[config.mk]
export PLATFORM = sky130hd
export DESIGN_NAME = uproc_sequencer
export DESIGN_NICKNAME = d
export VERILOG_FILES = /design/src/rtl/uproc_sequencer.sv
export SDC_FILE = /design/constraint.sdc
export NUM_CORES = 1
export LEC_CHECK = 0
export CAP_MARGIN = 20
export CORE_MARGIN = 2
export CORE_UTILIZATION = 40
export DETAILED_ROUTE_END_ITERATION = 8
export PLACE_DENSITY = 0.77
export SLEW_MARGIN = 5
export SYNTH_ARGS = -nofsm -noshare
export SYNTH_HDL_FRONTEND = slang
export SYNTH_SLANG_ARGS = --single-unit
[constraint.sdc]
create_clock -name clk -period 5.35 [get_ports clk]
set_clock_uncertainty 0.15 [all_clocks]
set_input_delay 1.605 -clock clk [delete_from_list [all_inputs] [get_ports clk]]
set_output_delay 1.605 -clock clk [all_outputs]
set_load 0.005 [all_outputs]
[src/rtl/uproc_sequencer.sv]
// uproc_sequencer: fetch/execute controller stepping the PP program ROM under a start/done handshake
module uproc_sequencer #(
  parameter int ADDR_W   = 5,
  parameter int PROG_LEN = 32,
  parameter int REG_W    = 4,
  parameter int ALU_W    = 3
) (
  input  logic              clk,
  input  logic              rst,
  input  logic              start,
  input  logic              stall,
  input  logic [REG_W-1:0]  pp_reg_addr,
  input  logic [ALU_W-1:0]  pp_alu_code,
  input  logic              pp_reg_ce,
  input  logic              pp_cy_ce,
  input  logic              pp_a_ce,
  output logic [ADDR_W-1:0] addr,
  output logic [REG_W-1:0]  RegAddr,
  output logic [ALU_W-1:0]  ALUCode,
  output logic              Reg_CE,
  output logic              CY_CE,
  output logic              A_CE,
  output logic              busy,
  output logic              done,
  output logic [ADDR_W:0]   instr_cnt
);
  typedef enum logic [1:0] {S_IDLE, S_FETCH, S_EXEC, S_DONE} state_t;
  state_t r_state, w_state_nx;
  logic [ADDR_W-1:0] r_addr, w_addr_nx;
  logic [ADDR_W:0] r_cnt, w_cnt_nx;
  logic [REG_W-1:0] r_ir_reg;
  logic [ALU_W-1:0] r_ir_alu;
  logic [2:0] r_ir_ce;
  logic w_end, w_last, w_ld, w_exec;
  assign w_end  = !(pp_reg_ce || pp_cy_ce || pp_a_ce);
  assign w_last = r_addr == ADDR_W'(PROG_LEN - 1);
  always_comb begin
    w_state_nx = r_state;
    w_addr_nx  = r_addr;
    w_cnt_nx   = r_cnt;
    w_ld       = 1'b0;
    case (r_state)
      S_IDLE: if (start) begin
        w_state_nx = S_FETCH;
        w_addr_nx  = '0;
        w_cnt_nx   = '0;
      end
      S_FETCH: if (!stall) begin
        w_state_nx = w_end ? S_DONE : S_EXEC;
        w_ld       = !w_end;
      end
      S_EXEC: if (!stall) begin
        w_state_nx = w_last ? S_DONE : S_FETCH;
        w_addr_nx  = w_last ? r_addr : r_addr + 1'b1;
        w_cnt_nx   = (r_cnt == (ADDR_W + 1)'(PROG_LEN)) ? r_cnt : r_cnt + 1'b1;
      end
      default: begin
        w_state_nx = S_IDLE;
        w_addr_nx  = '0;
      end
    endcase
  end
  always_ff @(posedge clk or posedge rst)
    if (rst) begin
      r_state  <= S_IDLE;
      r_addr   <= '0;
      r_cnt    <= '0;
      r_ir_reg <= '0;
      r_ir_alu <= '0;
      r_ir_ce  <= '0;
    end else begin
      r_state <= w_state_nx;
      r_addr  <= w_addr_nx;
      r_cnt   <= w_cnt_nx;
      if (w_ld) begin
        r_ir_reg <= pp_reg_addr;
        r_ir_alu <= pp_alu_code;
        r_ir_ce  <= {pp_reg_ce, pp_cy_ce, pp_a_ce};
      end
    end
  // stall masks the strobes combinationally so a held EXEC never fires twice
  assign w_exec  = (r_state == S_EXEC) && !stall;
  assign RegAddr = w_exec ? r_ir_reg : '0;
  assign ALUCode = w_exec ? r_ir_alu : '0;
  assign {Reg_CE, CY_CE, A_CE} = w_exec ? r_ir_ce : 3'b000;
  assign addr      = r_addr;
  assign instr_cnt = r_cnt;
  assign busy      = r_state != S_IDLE;
  assign done      = r_state == S_DONE;
endmodule

==> results of run 1 <==
==> area by class of cell <==
cell class                 count  area, um^2  area share
multi-input combinational     87         634       0.384
sequential                    23         576       0.348
timing repair buffer          36         360       0.218
tap                           33        41.3      0.0250
clock buffer                   4        26.3      0.0159
inverter                       4        15.0     0.00908
==> metal layers <==
layer  wire length [um]  vias to the layer above
met5                  0                        -
met1               1160                      465
met4                 32                        0
met3                154                        6
li1                   -                      488
met2               1300                       41
==> worst paths after layout <==
kind / to / slack (ps) / depth (start not counted)
max in group asynchronous: r_ir_ce[0] / 2910 / 2
worst max-delay path: ALUCode[0] / 440 / 4
worst min register to register: r_ir_ce[1] / 340 / 1
min in group asynchronous: r_ir_ce[2] / 1610 / 2
worst max register to register: addr[3] / 3150 / 7
worst min-delay path: r_ir_ce[1] / 340 / 1
==> power breakdown <==
| group | switching (uW) | internal (uW) | total (uW) |
|---|---|---|---|
| clock | 50.6 | 29.1 | 79.7 |
| combinational | 116 | 145 | 261 |
| sequential | 59.4 | 232 | 292 |
==> cell families (layout without fill, tap and decap cells) <==
logic type                 after synthesis  after routing
AOI/OAI and AO/OA                       15             15
adders and majority gates                4              4
buffers and inverters                    7             44
DFF                                     23             23
muxes                                   11             11
and+or+nand+nor                         57             57
==> per-stage QoR <==
step           utilization  instances
2_1_floorplan            -        117
3_5_place_dp         0.542        183
5_1_grt              0.550        187
3_3_place_gp         0.542        183
6_report             0.550        187
4_1_cts              0.550        187
==> cells in the final DEF, fill, tap and decap left out, drive strengths merged <==
master         instances
a21oi                  1
a22o                   1
a32o                   2
and2                  12
and3                   1
clkbuf                 4
clkdlybuf4s50         36
dfrtp                 23
ha                     4
inv                    4
mux2                  10
mux2i                  1
nand2                 11
nand2b                 6
nand3                  9
nand4                  2
nor2                   6
nor2b                  3
nor3                   2
nor4b                  1
o21ai                  8
o221a                  1
o221ai                 1
o22ai                  1
or2                    3
or4                    1
==> impl_metrics.csv, run 1 <==
group,metric,value,unit
outcome,status,"finished, final reports clean",
synthesis,syn_nets,135,
clocking,cts.path.max_buffers,2,
clocking,tritoncts,"built",
timing,worstMarginPinSlew,859,ps
cells_and_area,nets,173,
placement,dp_hpwl,2040,um
worst_hold_path,hold_path.startpoint,"r_ir_ce[1]",
worst_setup_path,timing.rr.start,"addr[0]",
timing,hold_viol,0,
timing,finalSetupTns,0,ps
clocking,postCtsResizedCells,0,
clocking,htree_num_levels,1,
grt,met2_usage,0.272,
synthesis,muxShareOfSynthArea,0.0980,
grt,gr-usage-met1,0.201,
worst_setup_path,worst_path_largest_cell_delay,510,ps
detailed_routing,route.detailed.drc,0,
detailed_routing,vias_per_cell,5.35,
pwr,p_leak,0.000683,uW
synthesis,netlist.area_leader.share,0.460,
synthesis,synth_simple_gate_area_share,0.275,
floorplanning,die-height,59.9,um
synthesis,netlist_area,1250,um^2
placement,place_area,1630,um^2
synthesis,synth_top_family_by_area,"simple AND/OR/NAND/NOR gates",
worst_setup_path,cp_slowest_cell,"clkdlybuf4s50_1",
synthesis,synth_edf_count,0,
grt,antenna_found_initial,0,
grt,gr-usage-all-layers,0.160,
detailed_routing,drtIter0Drc,34,
cells_and_area,antenna_cells,0,
synthesis,ys_types,31,
job,drv_cap,0,
synthesis,yosysTopAreaCell,"dfrtp_1",
floorplanning,dieArea,3590,um^2
worst_setup_path,critPathLaunchType,"primary input",
detailed_routing,antenna_left,0,
clocking,clk_pin_slew,110,ps
cells_and_area,fillCellCount,286,
detailed_routing,drtPass1Iterations,5,
clocking,cts_inserted_buffers,3,
worst_setup_path,crit_start,"stall",
synthesis,synth.avg_cell_area,10.7,um^2
synthesis,synthArstFlopShare,1.00,
clocking,clock_latency,310,ps
pwr,finalPower,633,uW
worst_setup_path,critPathMaxFanout,10,
worst_setup_path,worstPathArrival,3150,ps
timing,drv_slew,0,
grt,grt_overflow,0,
placement,port_buffers,36,
worst_setup_path,path_delay_family,"buffers and inverters",
pwr,powerDensity,383,nW/um^2
timing,min_period,4910,ps
worst_setup_path,worst-setup-path-type,"in2out",
synthesis,synth-compound-area-share,0.0940,
synthesis,ys.warnings.count,0,
timing,rsz0062_at_grt,"false",
synthesis,yosysMostFrequentCell,"dfrtp_1",
detailed_routing,vias,1000,
floorplanning,num_io_pins,37,
timing,timing.fmax,0.204,GHz
grt,first_global_vias,927,
timing,hold-worst-slack,344,ps
synthesis,ys.flop_type,"dfrtp_1",
synthesis,synth_xor_area_frac,0,
clocking,cts-hold-fix-buffers,0,
cells_and_area,largest_reg_flops,6,
clocking,ctsRootBufferMaster,"clkbuf_4",
floorplanning,die_w,59.9,um
clocking,cts.sinks,23,
synthesis,ys_seq_area_frac,0.460,
timing,layout_setup_ws,440,ps
cells_and_area,stdcell_area,1650,um^2
timing,slew_headroom,0.427,
worst_setup_path,critical_path.most_common_cell,"clkdlybuf4s50_1",
placement,dp_slack,423,ps
worst_setup_path,worst-path-buf-inv,2,
worst_setup_path,worstSetupEndpointType,"output pin",
timing,setup_viol,0,
detailed_routing,wl,2650,um
grt,grt_use_met3,0.0368,
grt,grt_max_degree,24,
timing,fin_crit_sh,0.918,
grt,grt_pass1_wl,4260,um
worst_hold_path,min_path_type,"reg2reg",
floorplanning,row_count,20,
grt,busiest_layer,"met2",
synthesis,ys_ff_latch,23,
detailed_routing,post_drt_wl_per_cell,14.2,um
floorplanning,start_util,0.417,
synthesis,netlist_top_cells_area,"dfrtp_1 46%, mux2_1 9.0%, and2_1 6.0%",
synthesis,synth_fa_ha_area_frac,0.0400,
synthesis,synth_common_cells,"23 x dfrtp_1, 12 x and2_1, 11 x nand2_1",
cells_and_area,area_growth,32.1,%
synthesis,synth_cells,117,
placement,gp_congestion,0.808,
floorplanning,core,3000,um^2
clocking,post_cts_buffers,0,
worst_setup_path,worstPathRequired,3600,ps
worst_setup_path,crit_chain,"clkdlybuf4s50_1, nor2_1, and2_1, clkdlybuf4s50_1",
pwr,ir_worst_vdd,0.000181,V
cells_and_area,layout-drive-gt1-share,0.0714,
No activity file was read; power rests on OpenSTA's default activity.
==> run 2, diff against run 1 <==
Settings changed: SLEW_MARGIN 5 to 20.
==> results of run 2 <==
Same layout as run 1: the final DEF is identical, and so are final timing and power.
